### src/rtl/nios_qsys_cpu_mulx_seq_if.sv
// Request/response bundle between the memory-stage pipeline and the
// sequential 32x32 multiply unit.
interface nios_qsys_cpu_mulx_seq_if;
  // Handshake: M_mulx_start is a request strobe that is taken only when the
  // unit is ready (busy low); a request seen while busy is dropped, not
  // queued. M_mulx_done pulses for one cycle with M_mulx_result valid in
  // that cycle. The result then holds until the next completion.
  logic        M_mulx_start;
  logic [1:0]  M_mulx_op;
  logic [31:0] M_mulx_src1;
  logic [31:0] M_mulx_src2;
  logic        M_mulx_busy;
  logic        M_mulx_done;
  logic [31:0] M_mulx_result;

  modport master (
    output M_mulx_start, M_mulx_op, M_mulx_src1, M_mulx_src2,
    input  M_mulx_busy, M_mulx_done, M_mulx_result
  );

  modport slave (
    input  M_mulx_start, M_mulx_op, M_mulx_src1, M_mulx_src2,
    output M_mulx_busy, M_mulx_done, M_mulx_result
  );
endinterface

### src/rtl/nios_qsys_cpu_mulx_seq.sv
// Sequential 32x32 multiply built from four passes through one registered
// 16x16 unsigned multiplier, with signed high-word correction at the end.
module nios_qsys_cpu_mulx_seq (
  input  logic                      clk,
  input  logic                      reset,
  nios_qsys_cpu_mulx_seq_if.slave   bus,
  output logic [2:0]                dbg_state
);

  typedef enum logic [2:0] {
    S_IDLE = 3'd0,
    S_ISS0 = 3'd1,
    S_ISS1 = 3'd2,
    S_ISS2 = 3'd3,
    S_ISS3 = 3'd4,
    S_ACC  = 3'd5,
    S_FIX  = 3'd6,
    S_DONE = 3'd7
  } state_t;

  state_t      state;
  logic [31:0] src1_q;
  logic [31:0] src2_q;
  logic [1:0]  op_q;
  logic [31:0] mul_p;
  logic [63:0] acc;
  logic        busy_q;
  logic        done_q;
  logic [31:0] result_q;

  logic [15:0] mul_a;
  logic [15:0] mul_b;
  logic [31:0] prod;
  logic [63:0] addend;
  logic [63:0] sub_src1;
  logic [63:0] sub_src2;
  logic [63:0] acc_fixed;

  assign bus.M_mulx_busy   = busy_q;
  assign bus.M_mulx_done   = done_q;
  assign bus.M_mulx_result = result_q;
  assign dbg_state         = state;

  // Operand halves fed to the shared multiplier in each issue state.
  always_comb begin
    mul_a = 16'h0;
    mul_b = 16'h0;
    case (state)
      S_ISS0: begin mul_a = src1_q[15:0];  mul_b = src2_q[15:0];  end
      S_ISS1: begin mul_a = src1_q[31:16]; mul_b = src2_q[15:0];  end
      S_ISS2: begin mul_a = src1_q[15:0];  mul_b = src2_q[31:16]; end
      S_ISS3: begin mul_a = src1_q[31:16]; mul_b = src2_q[31:16]; end
      default: begin mul_a = 16'h0; mul_b = 16'h0; end
    endcase
  end

  assign prod = {16'h0, mul_a} * {16'h0, mul_b};

  // mul_p holds the product issued one state earlier, so its weight is
  // decided by the state that consumes it.
  always_comb begin
    addend = 64'h0;
    case (state)
      S_ISS1:         addend = {32'h0, mul_p};
      S_ISS2, S_ISS3: addend = {16'h0, mul_p, 16'h0};
      S_ACC:          addend = {mul_p, 32'h0};
      default:        addend = 64'h0;
    endcase
  end

  // Unsigned product minus 2^32*other operand for each negative signed input.
  assign sub_src1  = (op_q[1] && src1_q[31]) ? {src2_q, 32'h0} : 64'h0;
  assign sub_src2  = ((op_q == 2'b11) && src2_q[31]) ? {src1_q, 32'h0} : 64'h0;
  assign acc_fixed = acc - sub_src1 - sub_src2;

  always_ff @(posedge clk) begin
    if (reset) begin
      state    <= S_IDLE;
      src1_q   <= 32'h0;
      src2_q   <= 32'h0;
      op_q     <= 2'b00;
      mul_p    <= 32'h0;
      acc      <= 64'h0;
      busy_q   <= 1'b0;
      done_q   <= 1'b0;
      result_q <= 32'h0;
    end else begin
      done_q <= 1'b0;
      case (state)
        S_IDLE, S_DONE: begin
          if (bus.M_mulx_start) begin
            src1_q <= bus.M_mulx_src1;
            src2_q <= bus.M_mulx_src2;
            op_q   <= bus.M_mulx_op;
            acc    <= 64'h0;
            busy_q <= 1'b1;
            state  <= S_ISS0;
          end else begin
            state  <= S_IDLE;
          end
        end
        S_ISS0: begin
          mul_p <= prod;
          state <= S_ISS1;
        end
        S_ISS1: begin
          mul_p <= prod;
          acc   <= acc + addend;
          state <= S_ISS2;
        end
        S_ISS2: begin
          mul_p <= prod;
          acc   <= acc + addend;
          state <= S_ISS3;
        end
        S_ISS3: begin
          mul_p <= prod;
          acc   <= acc + addend;
          state <= S_ACC;
        end
        S_ACC: begin
          acc   <= acc + addend;
          state <= S_FIX;
        end
        S_FIX: begin
          acc      <= acc_fixed;
          result_q <= (op_q == 2'b00) ? acc_fixed[31:0] : acc_fixed[63:32];
          busy_q   <= 1'b0;
          done_q   <= 1'b1;
          state    <= S_DONE;
        end
        default: state <= S_IDLE;
      endcase
    end
  end

endmodule

### src/flat_wrapper.sv
// flat-port wrapper written by rule: the top's interface ports become plain ports
module nios_qsys_cpu_mulx_seq_flat 
  (clk, reset, dbg_state, bus_M_mulx_start, bus_M_mulx_op, bus_M_mulx_src1, bus_M_mulx_src2, bus_M_mulx_busy, bus_M_mulx_done, bus_M_mulx_result);
  nios_qsys_cpu_mulx_seq_if bus_i ();
  input  logic clk;
  input  logic reset;
  output logic [2:0] dbg_state;
  input wire logic [$bits(bus_i.M_mulx_start)-1:0] bus_M_mulx_start;
  input wire logic [$bits(bus_i.M_mulx_op)-1:0] bus_M_mulx_op;
  input wire logic [$bits(bus_i.M_mulx_src1)-1:0] bus_M_mulx_src1;
  input wire logic [$bits(bus_i.M_mulx_src2)-1:0] bus_M_mulx_src2;
  output wire logic [$bits(bus_i.M_mulx_busy)-1:0] bus_M_mulx_busy;
  output wire logic [$bits(bus_i.M_mulx_done)-1:0] bus_M_mulx_done;
  output wire logic [$bits(bus_i.M_mulx_result)-1:0] bus_M_mulx_result;
  assign bus_i.M_mulx_start = bus_M_mulx_start;
  assign bus_i.M_mulx_op = bus_M_mulx_op;
  assign bus_i.M_mulx_src1 = bus_M_mulx_src1;
  assign bus_i.M_mulx_src2 = bus_M_mulx_src2;
  assign bus_M_mulx_busy = bus_i.M_mulx_busy;
  assign bus_M_mulx_done = bus_i.M_mulx_done;
  assign bus_M_mulx_result = bus_i.M_mulx_result;
  nios_qsys_cpu_mulx_seq u_core (.clk(clk), .reset(reset), .bus(bus_i), .dbg_state(dbg_state));
endmodule
### config.mk
export PLATFORM = sky130hd
export DESIGN_NAME = nios_qsys_cpu_mulx_seq_flat
export DESIGN_NICKNAME = d
export VERILOG_FILES = /design/src/rtl/nios_qsys_cpu_mulx_seq_if.sv /design/src/rtl/nios_qsys_cpu_mulx_seq.sv /design/src/flat_wrapper.sv
export SDC_FILE = /design/constraint.sdc
export NUM_CORES = 1
export LEC_CHECK = 0
export CAP_MARGIN = 20
export CORE_MARGIN = 2
export CORE_UTILIZATION = 45
export DETAILED_ROUTE_END_ITERATION = 12
export SYNTH_ARGS = -nofsm -noshare
export SYNTH_HDL_FRONTEND = slang
export SYNTH_SLANG_ARGS = --single-unit
### constraint.sdc
create_clock -name clk -period 16.26 [get_ports clk]
set_input_delay 3.252 -clock clk [delete_from_list [all_inputs] [get_ports clk]]
set_output_delay 3.252 -clock clk [all_outputs]
set_load 0.005 [all_outputs]
==> metrics.md <==
| Metric | Value |
|---|---|
| Crit start category | `flop` |
| Hold buffers post-CTS | `0` |
| RSZ-0062 raised after global routing | `false` |
| Worst-Margin Slew | `about 0.95 ns` |
| # rows | `82` |
| Final wirelength | `83.5 mm` |
| Grt total ovfl | `0` |
| CTS-repair resized insts | `0` |
| Vias | `21200` |
| HP Start | `u_core.bus.M_mulx_result[26]` |
| Via density | `about 6.0` |
| Starting DRT DRC Count | `1923` |
| Postcts setup bufs | `0` |
| Final #Nets | `roughly 3400` |
| Final period util | `0.525` |
| LEAKAGE | `10.7 nW` |
| Synth warnings | `0` |
| # IOs | `106` |
| Number of global-route vias before repair | `just over 20000` |
| Mapped Avg Cell Area | `7.91 µm²` |
| CTS tree | `yes` |
| Maxcap violations | `0` |
| H-tree depth | `4` |
| Hpwl dp | `67.2 mm` |
| GP Congestion | `between 0.9 and 1` |
| Crit-path max FO | `34` |
| Setup CP Type | `flop to flop` |
| R2R Setup Slk | `between 7 and 8 ns` |
| Residual DRC count | `0` |
| All-Layer GR Usage | `0.320` |
| Post-Syn Instances | `2871` |
| Crit. End Element | `flop` |
| Clock buffer depth | `2` |
| Die Area | `52300 µm²` |
| R2R cell count | `27` |
| Synth async-reset ratio | `0` |
| Mapped Area | `22700 µm²` |
| Sequential area share after synthesis | `0.175` |
| Hold_ws | `0.489 ns` |
| DR pass1 iterations | `5` |
| Minimum clock period | `8.53 ns` |
| Routed WL per cell | `23.4 µm` |
| Status | `completed` |
| Initial antenna violation count | `1` |
| Ys flop type | `dfxtp_1` |
| Hold Crit Endpoint | `u_core.bus.M_mulx_result[26]` |
| Worst reg2reg endpoint | `u_core.mul_p[31]` |
| Req. time, crit path | `16.62 ns` |
| #FFs+latches synth | `199` |
| First-pass GRT wire length | `126 mm` |
| Hold Crit Depth | `2` |
| Worst-skew pair later-pin latency | `0.51 ns` |
| Synth cell types | `88` |
| Max VDD drop | `0.109 mV` |
| Inserted Clock Buffers | `17` |
| Count of final max-slew check failures | `0` |
| Pwr/cell area | `106 nW/µm²` |
| IO buf count | `105` |
| Core area | `roughly 50000 µm²` |
| Layout cells sized above 1 | `0.0388` |
| Setup Skew | `0.0168 ns` |
| Area Growth Syn to Fin | `9.87%` |
| Routed Antenna Nets | `0` |
| Initial Util | `0.454` |
| CTS clk-pin slew, worst paths | `approximately 0.090 ns` |
| Setup TNS | `0 ns` |
| Clk sinks | `just under 200` |
| Critical Path AT | `8.89 ns` |
| Final Hold Viols | `0` |
| EDFF count, synth | `0` |
| Die H | `229 µm` |
| Syn_nets | `between 3000 and 4000` |
| Final setup fails | `0` |
| Hold Path Class | `flop to flop` |
| Reg-to-reg critical path startpoint | `u_core.dbg_state[2]` |
| Worst slew margin | `0.364` |
| Largest net degree at the start of global routing | `83` |
| Die width | `229 µm` |
| CTS root buf | `clkbuf_16` |
| Top achievable clock speed | `0.117 GHz` |
==> power by group <==
group          total [W]  internal, W  switching (W)
combinational    0.00149     0.000455        0.00103
clock           0.000466     0.000215       0.000251
sequential      0.000685     0.000553       0.000132
==> worst max-delay path, cell delays in order (launching register included) <==
cell and delay (ns):
dfxtp_1 0.89, nor2b_2 0.08, buf_4 0.26, a21o_1 0.18
buf_4 0.24, a22oi_1 0.80, nor2_1 0.15, fa_1 0.57
inv_1 0.06, fa_1 0.54, inv_1 0.05, fa_1 0.49
fa_1 0.43, fa_1 0.50, inv_1 0.05, fa_1 0.47
inv_1 0.07, ha_1 0.33, a21o_1 0.17, a21o_1 0.18
a21o_1 0.18, a221oi_1 0.37, o311a_1 0.34, o31ai_1 0.13
o21ai_1 0.23, a21boi_0 0.17, nor4b_1 0.35, nor4_1 0.09
==> placed cells by master, fill, tap and decap left out, types with 22 or more instances in the layout <==
cell,instances
a21oi_1,228
buf_4,33
and3_1,30
dfxtp_1,199
nand2_1,505
xnor2_1,68
a22oi_1,65
inv_1,260
a31oi_1,24
nor2_1,278
nor3_1,37
and2_1,23
xor2_1,34
a21o_1,64
fa_1,226
o21ai_0,73
o21bai_1,22
nand3_1,43
a22o_1,68
ha_1,203
clkdlybuf4s50_1,104
==> layer usage <==
| layer | global-route usage | vias up | share of wire |
|---|---|---|---|
| met5 | 0 | - | 0.00016 |
| met4 | 0.108 | 2 | 0.031 |
| met3 | 0.0619 | 131 | 0.076 |
| met2 | 0.502 | 752 | 0.45 |
| met1 | 0.441 | 10600 | 0.44 |
| li1 | - | 9774 | - |
==> per-stage QoR <==
| step | power, W | worst slack, ns | cells | cell area [µm²] | utilization |
|---|---|---|---|---|---|
| after global placement | 0.00213 | 8.03 | 3526 | 24300 | 0.486 |
| final | 0.00264 | 7.73 | 3562 | 24900 | 0.499 |
| after floorplan | 0.00157 | 8.83 | 2871 | 22700 | - |
| after CTS | 0.00263 | 7.85 | 3559 | 24900 | 0.499 |
| after global routing | 0.00277 | 7.28 | 3559 | 24900 | 0.499 |
| after detailed placement | 0.00216 | 7.89 | 3527 | 24300 | 0.486 |
==> layout make-up <==
cell class | count | area, µm²
diodes | 3 | 7.51
clock buffers | 17 | 425
clock inverters | 15 | 216
fillers | 4991 | 25000
inverters | 260 | 976
multi-input cells | 2257 | 17200
flip-flops and latches | 199 | 3980
well taps | 672 | 841
repair buffers | 139 | 1330
==> synthesized netlist by cell type, types with 15 or more instances <==
master	n	area, µm²
a22oi_1	65	488
and3_1	30	188
nor2_1	283	1060
nand4_1	18	113
inv_1	260	976
nor3_1	37	185
a22o_1	68	596
a211oi_1	17	128
and2_1	25	156
buf_1	15	56.3
dfxtp_1	199	3980
nand2_1	506	1900
clkbuf_1	134	503
nand3_1	43	215
xor2_1	34	298
a21oi_1	228	1140
xnor2_1	68	596
a21o_1	65	488
o21ai_0	73	365
o21bai_1	22	165
o211ai_1	15	113
a31oi_1	24	150
ha_1	203	2540
fa_1	226	4520
==> worst max path at each step <==
stage                              startpoint                to  slack, ns  cells after the start
after floorplan           u_core.dbg_state[0]  u_core.mul_p[28]       8.83                     29
after global placement    u_core.dbg_state[0]  u_core.mul_p[29]       8.03                     28
after detailed placement  u_core.dbg_state[2]  u_core.mul_p[31]       7.89                     27
after CTS                 u_core.dbg_state[2]  u_core.mul_p[31]       7.85                     27
after global routing      u_core.dbg_state[2]  u_core.mul_p[31]       7.28                     27
final                     u_core.dbg_state[2]  u_core.mul_p[31]       7.73                     27
==> flip-flops by register name (all words and copies together), names as in the netlist <==
name                      flops
u_core.src1_q                32
u_core.op_q                   2
u_core.acc                   64
u_core.src2_q                32
u_core.bus.M_mulx_result     32
u_core.bus.M_mulx_done        1
u_core.bus.M_mulx_busy        1
u_core.mul_p                 32
u_core.dbg_state              3
==> cells by family (layout without fill, tap and decap cells) <==
kind of cell               Yosys count  count (layout)  share of synthesized area
buffers and inverters              415             431                     0.0695
other                                0               3                          0
adders and majority gates          429             429                      0.311
muxes                                7               7                    0.00314
and+or+nand+nor                   1019            1019                      0.192
DFF                                199             199                      0.175
xor gates and xnor gates           102             102                     0.0394
AOI/OAI and AO/OA                  700             700                      0.209
Note: power is estimated with default switching activity, not from simulation.
